[src/rtl/uart_ctrl_pkg.sv]
// Shared UART register map, status bit positions and transmit-scheduler state encoding.
package uart_ctrl_pkg;

    localparam logic [2:0]  UART_TX_ADDR   = 3'd0;
    localparam logic [2:0]  UART_STAT_ADDR = 3'd1;
    localparam int unsigned STAT_BUSY_BIT  = 0;
    localparam int unsigned IDX_W          = 3;

    typedef enum logic [2:0] {
        ST_IDLE,
        ST_POLL,
        ST_RDWAIT,
        ST_CHECK,
        ST_WRITE,
        ST_SETTLE
    } tx_state_e;

endpackage

[src/rtl/rr_arbiter.sv]
// Combinational round-robin arbiter: the first requester at or after ptr (cyclically) wins.
module rr_arbiter
    import uart_ctrl_pkg::*;
#(
    parameter int unsigned N = 4
) (
    input  logic [N-1:0]     req,
    input  logic [IDX_W-1:0] ptr,
    output logic [N-1:0]     gnt,
    output logic [IDX_W-1:0] gnt_idx,
    output logic             any
);

    localparam int unsigned SUM_W = IDX_W + 1;

    // ptr < N and off < N, so a single conditional subtract is enough for the wrap.
    function automatic logic [IDX_W-1:0] wrap_add(input logic [IDX_W-1:0] a,
                                                   input logic [IDX_W-1:0] off);
        logic [SUM_W-1:0] sum;
        sum = {1'b0, a} + {1'b0, off};
        if (sum >= SUM_W'(N)) begin
            sum = sum - SUM_W'(N);
        end
        return sum[IDX_W-1:0];
    endfunction

    logic [IDX_W-1:0] idx;

    // Scan from the farthest offset down so the nearest valid requester is assigned last.
    always_comb begin
        gnt     = '0;
        gnt_idx = '0;
        any     = 1'b0;
        idx     = '0;
        for (int k = N - 1; k >= 0; k--) begin
            idx = wrap_add(ptr, IDX_W'(k));
            for (int i = 0; i < N; i++) begin
                if ((IDX_W'(i) == idx) && req[i]) begin
                    gnt     = '0;
                    gnt[i]  = 1'b1;
                    gnt_idx = idx;
                    any     = 1'b1;
                end
            end
        end
    end

endmodule

[src/rtl/uart_tx_scheduler.sv]
// Round-robin byte scheduler: grants one source, polls UART status until idle,
// then issues a single TX data write. Bus outputs are registered.
module uart_tx_scheduler
    import uart_ctrl_pkg::*;
#(
    parameter int unsigned N_REQ     = 4,
    parameter logic [2:0]  TX_ADDR   = UART_TX_ADDR,
    parameter logic [2:0]  STAT_ADDR = UART_STAT_ADDR,
    parameter int unsigned BUSY_BIT  = STAT_BUSY_BIT,
    parameter int unsigned TO_W      = 12
) (
    input  logic               clk,
    input  logic               reset,
    input  logic [N_REQ-1:0]   req_valid,
    input  logic [8*N_REQ-1:0] req_data,
    output logic [N_REQ-1:0]   req_ready,
    output logic               uart_cs,
    output logic               uart_nrw,
    output logic [2:0]         uart_add,
    output logic [7:0]         uart_data_in,
    input  logic [7:0]         uart_data_out,
    output logic               busy,
    output logic [2:0]         grant_id,
    output logic               err_timeout
);

    tx_state_e        state_q, state_d;
    logic [IDX_W-1:0] rr_ptr_q, rr_ptr_d;
    logic [TO_W-1:0]  to_cnt_q, to_cnt_d;
    logic [7:0]       tx_byte_q, tx_byte_d;
    logic [N_REQ-1:0] req_ready_q, req_ready_d;
    logic             cs_q, cs_d;
    logic             nrw_q, nrw_d;
    logic [2:0]       add_q, add_d;
    logic [7:0]       data_in_q, data_in_d;
    logic             busy_q, busy_d;
    logic [2:0]       grant_id_q, grant_id_d;
    logic             err_q, err_d;

    logic [N_REQ-1:0] arb_gnt;
    logic [IDX_W-1:0] arb_idx;
    logic             arb_any;
    logic [7:0]       sel_byte;
    logic             stat_busy;
    logic             unused_stat;

    rr_arbiter #(.N(N_REQ)) u_arb (
        .req     (req_valid),
        .ptr     (rr_ptr_q),
        .gnt     (arb_gnt),
        .gnt_idx (arb_idx),
        .any     (arb_any)
    );

    // Only the busy flag of the status register matters here.
    assign stat_busy   = uart_data_out[BUSY_BIT];
    assign unused_stat = ^uart_data_out;

    always_comb begin
        sel_byte = '0;
        for (int i = 0; i < N_REQ; i++) begin
            if (arb_gnt[i]) begin
                sel_byte = req_data[8*i +: 8];
            end
        end
    end

    // Next-state and next-output logic; outputs reflect the state of the previous cycle.
    always_comb begin
        state_d     = state_q;
        rr_ptr_d    = rr_ptr_q;
        to_cnt_d    = to_cnt_q;
        tx_byte_d   = tx_byte_q;
        req_ready_d = '0;
        cs_d        = 1'b0;
        nrw_d       = 1'b0;
        add_d       = add_q;
        data_in_d   = data_in_q;
        busy_d      = (state_q != ST_IDLE);
        grant_id_d  = grant_id_q;
        err_d       = 1'b0;

        case (state_q)
            ST_IDLE: begin
                if (arb_any) begin
                    req_ready_d = arb_gnt;
                    tx_byte_d   = sel_byte;
                    grant_id_d  = arb_idx;
                    rr_ptr_d    = (arb_idx == IDX_W'(N_REQ - 1)) ? '0 : arb_idx + IDX_W'(1);
                    to_cnt_d    = '0;
                    state_d     = ST_POLL;
                end
            end
            ST_POLL: begin
                cs_d    = 1'b1;
                nrw_d   = 1'b0;
                add_d   = STAT_ADDR;
                state_d = ST_RDWAIT;
            end
            ST_RDWAIT: begin
                state_d = ST_CHECK;
            end
            ST_CHECK: begin
                if (!stat_busy) begin
                    state_d = ST_WRITE;
                end else if (&to_cnt_q) begin
                    err_d   = 1'b1;
                    state_d = ST_IDLE;
                end else begin
                    to_cnt_d = to_cnt_q + TO_W'(1);
                    state_d  = ST_POLL;
                end
            end
            ST_WRITE: begin
                cs_d      = 1'b1;
                nrw_d     = 1'b1;
                add_d     = TX_ADDR;
                data_in_d = tx_byte_q;
                state_d   = ST_SETTLE;
            end
            ST_SETTLE: begin
                state_d = ST_IDLE;
            end
            default: begin
                state_d = ST_IDLE;
            end
        endcase
    end

    always_ff @(posedge clk) begin
        if (reset) begin
            state_q     <= ST_IDLE;
            rr_ptr_q    <= '0;
            to_cnt_q    <= '0;
            tx_byte_q   <= '0;
            req_ready_q <= '0;
            cs_q        <= 1'b0;
            nrw_q       <= 1'b0;
            add_q       <= '0;
            data_in_q   <= '0;
            busy_q      <= 1'b0;
            grant_id_q  <= '0;
            err_q       <= 1'b0;
        end else begin
            state_q     <= state_d;
            rr_ptr_q    <= rr_ptr_d;
            to_cnt_q    <= to_cnt_d;
            tx_byte_q   <= tx_byte_d;
            req_ready_q <= req_ready_d;
            cs_q        <= cs_d;
            nrw_q       <= nrw_d;
            add_q       <= add_d;
            data_in_q   <= data_in_d;
            busy_q      <= busy_d;
            grant_id_q  <= grant_id_d;
            err_q       <= err_d;
        end
    end

    assign req_ready    = req_ready_q;
    assign uart_cs      = cs_q;
    assign uart_nrw     = nrw_q;
    assign uart_add     = add_q;
    assign uart_data_in = data_in_q;
    assign busy         = busy_q;
    assign grant_id     = grant_id_q;
    assign err_timeout  = err_q;

endmodule

[config.mk]
export PLATFORM = sky130hd
export DESIGN_NAME = uart_tx_scheduler
export DESIGN_NICKNAME = d
export VERILOG_FILES = /design/src/rtl/uart_ctrl_pkg.sv /design/src/rtl/rr_arbiter.sv /design/src/rtl/uart_tx_scheduler.sv
export SDC_FILE = /design/constraint.sdc
export NUM_CORES = 1
export LEC_CHECK = 0
export CORE_UTILIZATION = 49
export DETAILED_ROUTE_END_ITERATION = 10
export GPL_TIMING_DRIVEN = 0
export PLACE_DENSITY = 0.8
export SYNTH_ARGS = -nofsm -noshare
export SYNTH_HDL_FRONTEND = slang
export SYNTH_SLANG_ARGS = --single-unit
[constraint.sdc]
create_clock -name clk -period 3.4 [get_ports clk]
set_input_delay 0.51 -clock clk [delete_from_list [all_inputs] [get_ports clk]]
set_output_delay 0.51 -clock clk [all_outputs]
set_load 0.02 [all_outputs]
# After elaboration in Yosys (flattened, before gate mapping)
# Cells that the tools add are included.
# Widths: inputs -> output; s select.
[word_totals]
wordCells = 148
ff_bits = 48
out_inout_bits = 22
[classes]
reduce_logical = 30
eq_ne = 20
mux = 69
n_addsub = 9
magnitude_cmp = 4
bitwise = 4
[ops]
columns = ["cell", "count"]
rows = [
  ["$mux 3", 24],
  ["$mux 4", 13],
  ["$mux 12", 3],
  ["$mux 8", 4],
  ["$eq 2x3->1 const A", 8],
  ["$pmux 12 s2", 1],
  ["$mux 1", 21],
  ["$logic_and 1x1->1", 16],
  ["$logic_not 3->1", 5],
  ["$pmux 3 s5", 1],
  ["$add 12x1->12 const B", 1],
  ["$eq 1x3->1 const A", 4],
  ["$ge 4x3->1 const B", 3],
  ["$reduce_and 12->1", 1],
  ["$sub 3x3->3 const B", 4],
  ["$eq 3x2->1 const B", 3],
  ["$add 3x2->4 const B", 2],
  ["$ne 2x2->1 const B", 3],
  ["$pmux 3 s2", 1],
  ["$reduce_or 3->1", 2],
  ["$add 3x1->4 const B", 1],
  ["$not 1->1", 4],
  ["$reduce_and 4->1", 1],
  ["$reduce_bool 2->1", 2],
  ["8 further kinds", 8],
]

# Depth between registers and ports, before layout
[logic_depth]
ltp_word = 25
depth_mapped = 13
depth_no_buf = 11

# Hierarchy
# A second synthesis with hierarchy kept.
[hier_totals]
hier_cells = 338
area_unflattened_um2 = 2687.6
[by_module_without_submodules]
columns = ["module", "seq_area_each_um2", "cells_per_inst", "area_per_inst_um2", "instances"]
rows = [
  ["uart_tx_scheduler", 920.9, 248, 2114.5, 1],
  ["rr_arbiter", 0.0, 90, 573.0, 1],
]

# Least setup slack after synthesis
# No wires, ideal clock.
[synth_path]
path_kind = "register -> register"
startpoint = "register rr_ptr_q[0]"
endpoint = "register rr_ptr_q[2]"
path_buffers = 2
required_time_ns = 3.272
slack_ns = 0.707
setup_ns = 0.128
path_stages_with_launch = 11
arrival_time_ns = 2.565
period_less_slack_ns = 2.693
cell_sequence = "dfxtp_1 inv_1 ha_1 buf_2 a222oi_1 o21ai_2 o41ai_4 buf_6 nor2_1 a22oi_1 nor2_1"
[synth_between]
elab_chain_len = 23
[synth_rtl]
columns = ["element", "line", "text"]
rows = [
  ["start: declaration", "uart_tx_scheduler.sv:28", "logic [IDX_W-1:0] rr_ptr_q, rr_ptr_d;"],
  ["start signal: assignment", "uart_tx_scheduler.sv:146", "rr_ptr_q <= rr_ptr_d;"],
  ["$add 3x2->4", "rr_arbiter.sv:20", "sum = {1'b0, a} + {1'b0, off};"],
  ["$ge 4x3->1 / $sub 3x3->3 (equally long branches)", "rr_arbiter.sv:21, rr_arbiter.sv:22", ""],
  ["$mux 3", "rr_arbiter.sv:21", "if (sum >= SUM_W'(N)) begin"],
  ["$logic_not 3->1", "rr_arbiter.sv:38", "if ((IDX_W'(i) == idx) && req[i]) begin"],
  ["$logic_and 1x1->1", "rr_arbiter.sv:38", ""],
  ["$mux 3 (16 in series)", "rr_arbiter.sv:38", ""],
  ["$add 3x1->3 / $eq 3x2->1 (equally long branches)", "uart_tx_scheduler.sv:89", "rr_ptr_d = (arb_idx == IDX_W'(N_REQ - 1)) ? '0 : arb_idx + IDX_W'(1);"],
  ["$mux 3", "uart_tx_scheduler.sv:89", ""],
]
# Parallel ways exist; a longest one is shown, timed or not.
# A chain may end at the register's enable or synchronous reset.

# Worst setup path in the final report
[layout_path]
startpoint = "register rr_ptr_q[0]"
endpoint = "register rr_ptr_q[0]"
[layout_between]
elab_chain_len = 23
[layout_rtl]
columns = ["element", "line", "text"]
rows = [
  ["$add 3x2->4", "rr_arbiter.sv:20", ""],
  ["$ge 4x3->1 / $sub 3x3->3 (equally long branches)", "rr_arbiter.sv:21, rr_arbiter.sv:22", ""],
  ["$mux 3", "rr_arbiter.sv:21", ""],
  ["$logic_not 3->1", "rr_arbiter.sv:38", ""],
  ["$logic_and 1x1->1", "rr_arbiter.sv:38", ""],
  ["$mux 3 (15 in series)", "rr_arbiter.sv:38", ""],
  ["$mux 3 (*)", "rr_arbiter.sv:38", ""],
  ["net arb_idx[1]", "uart_tx_scheduler.sv:41", "logic [IDX_W-1:0] arb_idx;"],
  ["$eq 3x2->1 (*)", "uart_tx_scheduler.sv:89", ""],
  ["$mux 3 (*)", "uart_tx_scheduler.sv:89", ""],
]
# Mark *: on every way through the listed nets, which the timed path passes. The rest lies on a longest branch.

==> metrics <==
Post-synth EDFFs 0; WL/cell 15.3 µm; worst hold path type flip-flop to flip-flop; DR WL met2 3.39 mm; Bufs on Longest Clock Path 2; synthesized area per cell 8.08 µm²; Seq cells post-synth 46; Synth area leaders dfxtp_1 35%, nand2_1 5.5%, ha_1 4.2%, a21oi_1 3.8%, a22oi_1 3.7%; total routed wirelength 7.22 mm; Synth Warn # 0; Slew headroom 0.520; Clock Pin Slew Worst Setup and Hold Paths 0.09 ns; sequential fraction of the synthesis area 0.345; post-route insts no fill 471; wire length on met3 479 µm; IO Port Bufs 57; fin crit share 0.901; TritonCTS buffer count 5; Place WS 0.0825 ns; P_leak 1.21 nW; status complete, no violations; drt via density 6.05; Setup crit end kind flip-flop; Slew Viols, Final 0; ys flop type dfxtp_1; Final Hold Viols 0; DRT Pass-1 Iters 7; RePlAce Congestion 0.942; CORE AREA 5170 µm²; Pwr Total 2.11 mW; DP HPWL 5.40 mm; post-route cell area 3470 µm²; first-pass GRT wire length 11.4 mm; Final WS setup 0.336 ns; max frequency 326 MHz; antenna cells 0; Starting Density 0.515; gr usage total 0.260; via count 2851; placed insts 458; area of the die 5740 µm²; Worst IR Drop VDD 0.295 mV; DRC 0; CP startpoint kind flip-flop; # Max-Cap Violations 0; Period minus WS final 3.06 ns; WS Path Type flip-flop to flip-flop; worst skew pair latency 0.30 ns; Net count, final 455; Final TNS setup 0 ns; PwrDens 607 nW/µm²; post-synth top area cell dfxtp_1; WP data arrival 3.28 ns; post_cts resized 0; CTS tree done; share of post-route cells with drive strength above 1 0.0648; placed cell areas 3330 µm²; library cells used by synthesis 58; # rows 26; num ports 68; Die Height 75.8 µm; worst slew pin tran 0.702 ns; largest net degree at the start of global routing 15; post-CTS setup buffers 0; Area growth, synth to finish 30.3%; initial antenna violation count 0; number of global-route vias before repair 2552; Clock Skew 0.00817 ns; WL met1 3.18 mm; H-tree level count 2; unrepaired setup endpoints after global routing false; Netlist Area Pre-Place 2670 µm²; Final setup viols 0; GRT overflow 0; post-layout util 0.672; Root Driver clkbuf_8; Synth Instances 330; worst-path fanout max 10; DRT iter0 DRCs 237; hold-fix buffer count after cts 0; Die Wd 75.8 µm; Routed Antenna Nets 0; Worst Hold Slack 0.463 ns; WP data required 3.61 ns; top cell type's share of synthesized area 0.345; Max Used Layer met4; CTS sink cnt 46; Async SR Flop Fraction 0
path summary, 6_finish.rpt:
| kind | start | depth (start not counted) | slack, ns | end |
|---|---|---|---|---|
| max reg2reg | rr_ptr_q[0]$_SDFFE_PP0P_ | 13 | 0.34 | rr_ptr_q[0]$_SDFFE_PP0P_ |
| max | rr_ptr_q[0]$_SDFFE_PP0P_ | 13 | 0.34 | rr_ptr_q[0]$_SDFFE_PP0P_ |
| min reg2reg | uart_data_in[6]$_SDFFE_PP0P_ | 2 | 0.46 | uart_data_in[6]$_SDFFE_PP0P_ |
| min | uart_data_in[6]$_SDFFE_PP0P_ | 2 | 0.46 | uart_data_in[6]$_SDFFE_PP0P_ |
synth_stat cells, types with 3 or more instances:
cell and number:
dfxtp_1 46, nand2_1 39, nor2_1 25, a21oi_1 20, clkbuf_1 19, o21ai_0 18, a22oi_1 13, nand3_1 12
ha_1 9, nor3_1 9, a211oi_1 6, inv_1 6, xnor2_1 6, a21o_1 5, a222oi_1 5, a31oi_1 5
o221ai_1 5, xor2_1 5, a221oi_1 4, nand2b_1 4, nand3b_1 4, nand4_1 4, nor3b_1 4, and3_1 3
and4_1 3, buf_2 3, o22ai_1 3, or2_2 3, or3_1 3
flip-flops by register name, summed over array words and instances (netlist names), 3 cells and up:
signal and count:
req_ready 4, state_q 3, uart_data_in 8, to_cnt_q 12
grant_id 3, rr_ptr_q 3, tx_byte_q 8
power breakdown:
group	internal, mW	switching (mW)	total (mW)
Combinational	0.420	0.593	1.01
Clock	0.220	0.189	0.408
Sequential	0.622	0.0648	0.687
cell type report:
| cell class | instances | area [µm²] |
|---|---|---|
| Inverter | 6 | 22.5 |
| Tap cell | 70 | 87.6 |
| Clock buffer | 6 | 72.6 |
| Fill cell | 444 | 1700 |
| Clock inverter | 2 | 37.5 |
| Sequential cell | 46 | 921 |
| Multi-Input combinational cell | 254 | 1610 |
| Timing Repair Buffer | 62 | 606 |
| Buffer | 25 | 113 |
critical path: stages, from the launching register on:
cell      delay [ns]
dfxtp_1         0.46
inv_1           0.20
ha_1            0.23
buf_2           0.18
a222oi_1        0.34
buf_4           0.19
o21a_1          0.23
nor3b_1         0.09
a211oi_1        0.31
nand2_1         0.13
ha_1            0.22
a31oi_1         0.18
nand2b_1        0.08
o22ai_1         0.14
layer usage:
metal,GRT usage,vias up
li1,-,1366
met1,0.328,1327
met2,0.433,138
met3,0.0489,20
met4,0.111,0
met5,0,-
logic make-up (layout without fill, tap and decap cells):
group | count (synthesis) | count (layout) | share of synthesized area
buffers and inverters | 31 | 101 | 0.0507
DFF | 46 | 46 | 0.345
xor gates and xnor gates | 11 | 11 | 0.0361
muxes | 1 | 1 | 0.00375
other | 1 | 2 | 0.00141
AOI/OAI and AO/OA | 105 | 105 | 0.279
adders and majority gates | 9 | 9 | 0.0422
and+or+nand+nor | 126 | 126 | 0.241
cell usage in the layout (no fill, tap or decap), types with 12 or more instances in the layout:
master / instances
nor2_1: 25
a21oi_1: 20
nand3_1: 12
a22oi_1: 13
dfxtp_1: 46
o21ai_0: 18
clkdlybuf4s50_1: 57
nand2_1: 39
clkbuf_1: 20
Note: power is estimated with default switching activity, not from simulation.
